<file path="src/rtl/nlfsr_ring_auth_if.sv">
// rtl/nlfsr_ring_auth_if.sv - seed/control/signature bundle for nlfsr_ring_auth
// Purpose: groups the challenge/seed controls and the signature outputs.
// Signals:
//   load      seed load strobe            seed_top  concatenated seed (segment 0 at MSBs)
//   cnt_load  latch cycle into cycle reg  cycle     step count for the next run
//   start_cnt start a run                 ring_en   1 = ring-coupled flip bits
//   out_final current segment state       busy      high while running
//   cnt_done  high while the run is done
// Modports: master drives controls and observes results; slave is the generator.
interface nlfsr_ring_auth_if #(
  parameter int SEG_W = 32,
  parameter int N_SEG = 4,
  parameter int CNT_W = 32
);
  logic                   load;
  logic [SEG_W*N_SEG-1:0] seed_top;
  logic                   cnt_load;
  logic [CNT_W-1:0]       cycle;
  logic                   start_cnt;
  logic                   ring_en;
  logic [SEG_W*N_SEG-1:0] out_final;
  logic                   busy;
  logic                   cnt_done;

  modport master (
    output load, seed_top, cnt_load, cycle, start_cnt, ring_en,
    input  out_final, busy, cnt_done
  );

  modport slave (
    input  load, seed_top, cnt_load, cycle, start_cnt, ring_en,
    output out_final, busy, cnt_done
  );
endinterface

</file>
<file path="src/rtl/nlfsr_ring_auth.sv">
// rtl/nlfsr_ring_auth.sv - ring of NLFSR segments producing an authentication signature
// Purpose: N_SEG nonlinear shift-register segments, each segment's MSB perturbing the
//   next segment's feedback, stepped for a programmed number of cycles then held.
// Ports:
//   i_clk  clock, rising edge
//   i_rst  synchronous active-high reset
//   bus    nlfsr_ring_auth_if.slave (load/seed_top/cnt_load/cycle/start_cnt/ring_en in,
//          out_final/busy/cnt_done out)
module nlfsr_ring_auth #(
  parameter int SEG_W = 32,
  parameter int N_SEG = 4,
  parameter int CNT_W = 32
) (
  input  logic               i_clk,
  input  logic               i_rst,
  nlfsr_ring_auth_if.slave   bus
);
  localparam int TOT_W = SEG_W * N_SEG;

  typedef enum logic [1:0] {
    S_IDLE  = 2'd0,
    S_ARMED = 2'd1,
    S_RUN   = 2'd2,
    S_DONE  = 2'd3
  } state_t;

  state_t           r_state;
  state_t           w_state_next;
  logic [CNT_W-1:0] r_cycle;
  logic [CNT_W-1:0] r_cnt;
  logic [CNT_W-1:0] w_cnt_next;
  logic             w_step;

  logic [SEG_W-1:0] r_seg      [N_SEG];
  logic [SEG_W-1:0] w_seg_step [N_SEG];
  logic [SEG_W-1:0] w_seg_seed [N_SEG];
  logic [TOT_W-1:0] w_out_final;

  // Per-segment feedback and seed conditioning. All segments read pre-step state.
  for (genvar gi = 0; gi < N_SEG; gi++) begin : g_seg
    localparam int PREV = (gi == 0) ? (N_SEG - 1) : (gi - 1);
    logic             w_flip;
    logic             w_fb;
    logic [SEG_W-1:0] w_raw;

    assign w_flip = bus.ring_en & r_seg[PREV][SEG_W-1];
    assign w_fb   = r_seg[gi][SEG_W-1] ^ r_seg[gi][SEG_W/2]
                  ^ (r_seg[gi][1] & r_seg[gi][2]) ^ w_flip;
    assign w_seg_step[gi] = {r_seg[gi][SEG_W-2:0], w_fb};

    // An all-zero segment would be stuck forever without ring help; force LSB.
    assign w_raw = bus.seed_top[SEG_W*(N_SEG-gi)-1 -: SEG_W];
    assign w_seg_seed[gi] = (w_raw == '0) ? {{(SEG_W-1){1'b0}}, 1'b1} : w_raw;
  end

  always_comb begin
    w_out_final = '0;
    for (int i = 0; i < N_SEG; i++) begin
      w_out_final[SEG_W*(N_SEG-i)-1 -: SEG_W] = r_seg[i];
    end
  end

  assign bus.out_final = w_out_final;
  assign bus.busy      = (r_state == S_RUN);
  assign bus.cnt_done  = (r_state == S_DONE);

  // Next-state logic. load outranks everything except reset.
  always_comb begin
    w_state_next = r_state;
    w_cnt_next   = r_cnt;
    w_step       = 1'b0;
    if (bus.load) begin
      w_state_next = S_ARMED;
      w_cnt_next   = '0;
    end else begin
      case (r_state)
        S_IDLE: begin
          w_state_next = S_IDLE;
        end
        S_ARMED, S_DONE: begin
          if (bus.start_cnt) begin
            if (r_cycle == '0) begin
              w_state_next = S_DONE;
              w_cnt_next   = '0;
            end else begin
              w_state_next = S_RUN;
              w_cnt_next   = r_cycle;
            end
          end
        end
        S_RUN: begin
          w_step     = 1'b1;
          w_cnt_next = r_cnt - CNT_W'(1);
          // The counter reaching zero marks the final step of this run.
          if (r_cnt == CNT_W'(1)) begin
            w_state_next = S_DONE;
          end
        end
        default: begin
          w_state_next = S_IDLE;
        end
      endcase
    end
  end

  always_ff @(posedge i_clk) begin
    if (i_rst) begin
      r_state <= S_IDLE;
      r_cycle <= '0;
      r_cnt   <= '0;
      for (int i = 0; i < N_SEG; i++) begin
        r_seg[i] <= '0;
      end
    end else begin
      r_state <= w_state_next;
      r_cnt   <= w_cnt_next;
      // The run length is frozen while a run is in flight.
      if (bus.cnt_load && (r_state != S_RUN)) begin
        r_cycle <= bus.cycle;
      end
      for (int i = 0; i < N_SEG; i++) begin
        if (bus.load) begin
          r_seg[i] <= w_seg_seed[i];
        end else if (w_step) begin
          r_seg[i] <= w_seg_step[i];
        end
      end
    end
  end
endmodule

</file>
<file path="src/flat_wrapper.sv">
// flat-port wrapper written by rule: the top's interface ports become plain ports
module nlfsr_ring_auth_flat 
#(
  parameter int SEG_W = 32,
  parameter int N_SEG = 4,
  parameter int CNT_W = 32
)
  (i_clk, i_rst, bus_load, bus_seed_top, bus_cnt_load, bus_cycle, bus_start_cnt, bus_ring_en, bus_out_final, bus_busy, bus_cnt_done);
  nlfsr_ring_auth_if #(.SEG_W(SEG_W), .N_SEG(N_SEG), .CNT_W(CNT_W)) bus_i ();
  input  logic i_clk;
  input  logic i_rst;
  input wire logic [$bits(bus_i.load)-1:0] bus_load;
  input wire logic [$bits(bus_i.seed_top)-1:0] bus_seed_top;
  input wire logic [$bits(bus_i.cnt_load)-1:0] bus_cnt_load;
  input wire logic [$bits(bus_i.cycle)-1:0] bus_cycle;
  input wire logic [$bits(bus_i.start_cnt)-1:0] bus_start_cnt;
  input wire logic [$bits(bus_i.ring_en)-1:0] bus_ring_en;
  output wire logic [$bits(bus_i.out_final)-1:0] bus_out_final;
  output wire logic [$bits(bus_i.busy)-1:0] bus_busy;
  output wire logic [$bits(bus_i.cnt_done)-1:0] bus_cnt_done;
  assign bus_i.load = bus_load;
  assign bus_i.seed_top = bus_seed_top;
  assign bus_i.cnt_load = bus_cnt_load;
  assign bus_i.cycle = bus_cycle;
  assign bus_i.start_cnt = bus_start_cnt;
  assign bus_i.ring_en = bus_ring_en;
  assign bus_out_final = bus_i.out_final;
  assign bus_busy = bus_i.busy;
  assign bus_cnt_done = bus_i.cnt_done;
  nlfsr_ring_auth #(.SEG_W(SEG_W), .N_SEG(N_SEG), .CNT_W(CNT_W)) u_core (.i_clk(i_clk), .i_rst(i_rst), .bus(bus_i));
endmodule
</file>
<file path="config.mk">
export PLATFORM = sky130hd
export DESIGN_NAME = nlfsr_ring_auth_flat
export DESIGN_NICKNAME = d
export VERILOG_FILES = /design/src/rtl/nlfsr_ring_auth_if.sv /design/src/rtl/nlfsr_ring_auth.sv /design/src/flat_wrapper.sv
export SDC_FILE = /design/constraint.sdc
export NUM_CORES = 1
export LEC_CHECK = 0
export ABC_AREA = 1
export CAP_MARGIN = 20
export CORE_ASPECT_RATIO = 1.75
export CORE_UTILIZATION = 41
export CTS_CLUSTER_DIAMETER = 80
export CTS_CLUSTER_SIZE = 20
export DETAILED_ROUTE_END_ITERATION = 8
export HOLD_SLACK_MARGIN = 0.12
export PLACE_DENSITY = 0.71
export SYNTH_ARGS = -nofsm -noshare
export SYNTH_HDL_FRONTEND = slang
export SYNTH_SLANG_ARGS = --single-unit
</file>
<file path="constraint.sdc">
create_clock -name i_clk -period 5.2 [get_ports i_clk]
set_input_delay 1.04 -clock i_clk [delete_from_list [all_inputs] [get_ports i_clk]]
set_output_delay 1.04 -clock i_clk [all_outputs]
set_load 0.02 [all_outputs]
</file>
== Yosys cells after proc, flatten, opt, wreduce, memory -nomap -nowiden ==
Memories as Yosys holds them, arrays and structs flattened.
Index checks and enable logic that the tools add are counted.

* Register bits after elaboration: 66
* Memories: 1
* Bits of input ports: 166
* Word-level logic and storage cells: 87
* Output and inout port bits: 130
* Bits in writable memories: 128

{| class="wikitable"
|+ Memories
! name !! depth !! bits a word !! rd ports !! clocked after memory_dff !! write ports !! line !! source
|-
| u_core.r_seg || 4 || 32 || 4 || 0 || 4 || nlfsr_ring_auth.sv:34 || <nowiki>logic [SEG_W-1:0] r_seg [N_SEG];</nowiki>
|}

* Bitwise gates (word level): 28
* Add/subtract/negate cells: 1
* Muxes and demuxes: 31
* Equal/unequal tests: 9
* Reduce and logical (&&, ||, !) cells: 13

{| class="wikitable"
|+ Operator list
! operator !! number
|-
| 2-to-1 mux 32 bit || 14
|-
| zero test 32 bit || 5
|-
| one-hot mux 32 bit (2 select lines) || 1
|-
| == test 32 x 1 -> 1 bit (second input constant) || 1
|-
| subtractor 32 x 1 -> 32 bit (second input constant) || 1
|-
| 2-to-1 mux 1 bit || 13
|-
| XOR 1 bit || 12
|-
| AND 1 bit || 8
|-
| OR 1 bit || 8
|-
| one-hot mux 2 bit (3 select lines) || 1
|-
| AND reduction 2 bit || 3
|-
| == test 2 bit (second input constant) || 2
|-
| 2-to-1 mux 2 bit || 2
|-
| inequality test 2 bit (second input constant) || 2
|-
| OR reduction 2 bit || 2
|-
| inequality test 3 x 2 -> 1 bit (second input constant) || 1
|-
| inequality test 3 bit (second input constant) || 1
|-
| == test 2 x 1 -> 1 bit (second input constant) || 1
|-
| zero test 2 bit || 1
|-
| inequality test 2 x 1 -> 1 bit (second input constant) || 1
|-
| nonzero test 2 bit || 1
|-
| logical AND 1 bit || 1
|}

== Logic depth before layout (Yosys ltp) ==
* Word-level depth: 8
* Gate-level depth with buffers: 11
* Gate-level depth less buffers: 11

== Least setup slack after synthesis ==
Ideal clock, no wire load.

* Kind: input -> register
* From: input bus_load
* To: memory u_core.r_seg[0][0] (enable)
* Slack: 1.187 ns
* Library setup time: 0.898 ns
* Arrival: 3.115 ns
* Stages: 3
* Buffers on the path: 1
* Required time: 4.302 ns
* Cell sequence: nor2_4 -> buf_1 -> nand2_1

{| class="wikitable"
|+ RTL lines
! item !! line !! source
|-
| start: declaration || flat_wrapper.sv:12 || <nowiki>input wire logic [$bits(bus_i.load)-1:0] bus_load;</nowiki>
|-
| end: declaration || nlfsr_ring_auth.sv:34 ||
|}

== Worst setup path after layout ==
* From: register u_core.r_state[0]
* To: output bus_busy

* Word-level cells in the longest chain between the ends: 1

{| class="wikitable"
|+ Ends and longest elaborated chain
! item !! line !! source
|-
| start: declaration || nlfsr_ring_auth.sv:27 || <nowiki>state_t r_state;</nowiki>
|-
| start signal: assignment || nlfsr_ring_auth.sv:115 || <nowiki>r_state <= w_state_next;</nowiki>
|-
| == test 2 bit || nlfsr_ring_auth.sv:64 || <nowiki>assign bus.busy = (r_state == S_RUN);</nowiki>
|-
| end: declaration || flat_wrapper.sv:19 || <nowiki>output wire logic [$bits(bus_i.busy)-1:0] bus_busy;</nowiki>
|}

No other way between the ends.

==> qor.yml <==
floorplanning:
  ioPinCount: 296
  die_w_um: 119
  die_area_um2: 24600
  die_y_um: 207
  num_rows: 74
  core_area_um2: 23400
  start_util: 0.420
cts:
  cts_hold_buf: 0
  clock_sinks: 194
  cts-htree-levels: 4
  cts_setup_buffers: 0
  cts_resized: 0
  path_clk_slew_ns: 0.07
  root_buffer: "clkbuf_16"
  clkLatencyLatePin_ns: 0.45
  cts_buffers: 17
  cts_buffer_depth: 2
  cts_tree: "done"
timing:
  finClkSkew_ns: 0.00939
  hold_viol: 0
  rsz0062_at_grt: "no"
  slew_headroom: 0.532
  worst_pin_slew_ns: 0.700
  final.setup.worst_slack_ns: 1.78
  fin_crit_sh: 0.657
  setup_viol: 0
  fin_crit_ns: 3.42
  max_freq_ghz: 0.293
  holdWs_ns: 0.470
  tns_ns: 0
  finalMaxSlewViolations: 0
synth:
  synth_top_area_frac: 0.391
  yosys_warnings: 0
  ys_top_cells_by_area: "edfxtp_1 39%, dfxtp_1 13%, nand2_1 10%"
  syn_nets: 1388
  synth-seq-cells: 194
  yosysTopAreaCell: "edfxtp_1"
  seq_area_frac_synth: 0.525
  synth-edff-count: 128
  netlist_instances: 1220
  syn_area_um2: 9830
  synth_cell_types: 41
  synthArstFlopShare: 0
  ys.flop_type: "edfxtp_1"
  synth_area_per_cell_um2: 8.06
setup_path:
  slowest_delay_ns: 0.71
  crit_family: "buffers and inverters"
  end_kind: "output pin"
  timing.rr.start: "u_core.r_state[0]"
  crit_buf_inv: 4
  r2r-end: "u_core.r_seg[0][9]"
  cp-start-kind: "flop"
  cp_slowest_cell: "clkdlybuf4s50_1"
  crit_arrival_ns: 2.38
  ff2ff_setup_slack_ns: 2.87
  r2r.worst_path.cells: 4
  path_cells: "inv_2 > nand2_4 > inv_2 > buf_4 > clkdlybuf4s50_1"
  worst_path_most_repeated_cell: "inv_2"
  path_class: "flop to output pin"
  cp.required_ns: 4.16
  crit_fanout: 38
pwr:
  power.density_nw_per_um2: 284
  ir_worst_vdd_v: 0.000202
  power_mw: 3.86
  p_leak_nw: 5.62
global_routing:
  grt.total_usage: 0.256
  grt_max_degree: 130
  grt_pass1_wl_mm: 47.6
  grt_pass1_vias: 8711
  overflow: 0
  antenna_found_initial: 1
min_path:
  hold_end: "u_core.r_cycle[28]"
  worstHoldStart: "u_core.r_cycle[28]"
  hold_depth: 2
  worst_hold_path_type: "flop to flop"
routing:
  wire_per_inst_um: 17.3
  drt-total-wl_mm: 31.3
  viasPerCell: 5.14
  drc: 0
  drt_iter0_markers: 771
  dr.pass1.iters: 5
  vias: 9296
  drtAntennaViolNets: 0
run:
  maxCapViolations: 0
layout:
  nets: 1659
  multi_input_area_um2: 3670
  drive_above_1_share: 0.0505
  final_area_um2: 13600
  seqCellArea_um2: 5160
  final_cell_mix: "295 x clkdlybuf4s50_1, 261 x nand2_1, 200 x inv_1, 163 x o21ai_0, 128 x edfxtp_1"
  layout_commonest_cell: "clkdlybuf4s50_1"
  syn_to_final_growth_pct: 38.1
  fillCellCount: 2148
placement:
  placed_area_um2: 13000
  dp_hpwl_mm: 23.8
  port_buffers: 295
  place_ws_ns: 1.59
  gp_congestion: 0.949
outcome:
  status: "complete, no violations"
[cell usage after synthesis, drive strengths merged, types with 2 or more instances]
cell / count
nand2: 271
nor3: 9
nand3b: 2
dfxtp: 66
o211ai: 6
xnor2: 6
inv: 209
nand3: 51
xor2: 6
a21oi: 47
clkbuf: 27
nor2: 127
a31oi: 2
a32o: 3
ha: 2
o22ai: 3
buf: 24
a211oi: 3
o21ai: 176
edfxtp: 128
o221ai: 2
nand4: 44
[per-stage QoR]
stage	cells	utilization
floorplan	1220	-
global placement	1776	0.556
detailed placement	1776	0.556
CTS	1808	0.580
global route	1809	0.580
finish	1809	0.580
[worst min-delay path, cell delays in order, from the launching register on]
cell	delay, ns
dfxtp_1	0.31
inv_1	0.06
a21oi_1	0.05
[area by class of cell]
cell class	count	area share
diodes	1	0.000184
clock buffers	17	0.0313
clock inverters	15	0.00958
inverters	209	0.0579
multi-input cells	766	0.270
flip-flops and latches	194	0.380
well taps	304	0.0280
repair buffers	303	0.223
[where the power goes]
part / internal [mW] / leakage [nW] / switching, mW
sequential: 1.76 / 1.95 / 0.0714
combinational: 0.339 / 3.39 / 0.426
clock: 0.664 / 0.272 / 0.606
[registers in the layout (all words and copies together), names as in the netlist]
name and count:
u_core.r_cycle 32, u_core.r_state 2, u_core.r_cnt 32, u_core.r_seg 128
[per-layer routing]
layer,vias up,wire length (um),track usage,part of all wire
li1,4536,-,-,-
met1,4310,11300,0.276,0.36
met2,383,16800,0.477,0.54
met3,67,1890,0.0429,0.060
met4,0,1330,0.132,0.042
met5,-,0,0,0
[logic make-up (layout without fill, tap and decap cells)]
logic type,after synthesis,in the layout,synth area share
compound gates,246,246,0.132
xor+xnor,12,12,0.0107
fa+ha+maj,2,2,0.00254
buf+inv,260,544,0.104
flops,194,194,0.525
other cells,0,1,0
simple gates,506,506,0.226
[worst max-delay path by stage]
stage                            from  slack (ns)                   to  depth (start not counted)
detailed placement           bus_load        1.59   u_core.r_seg[0][0]                          7
global placement             bus_load        1.63  u_core.r_seg[0][64]                          7
finish              u_core.r_state[0]        1.78             bus_busy                          5
global route        u_core.r_state[0]        1.65             bus_busy                          5
CTS                 u_core.r_state[0]        1.76             bus_busy                          5
floorplan                    bus_load        1.19   u_core.r_seg[0][0]                          3
Note: power is estimated with default switching activity, not from simulation.
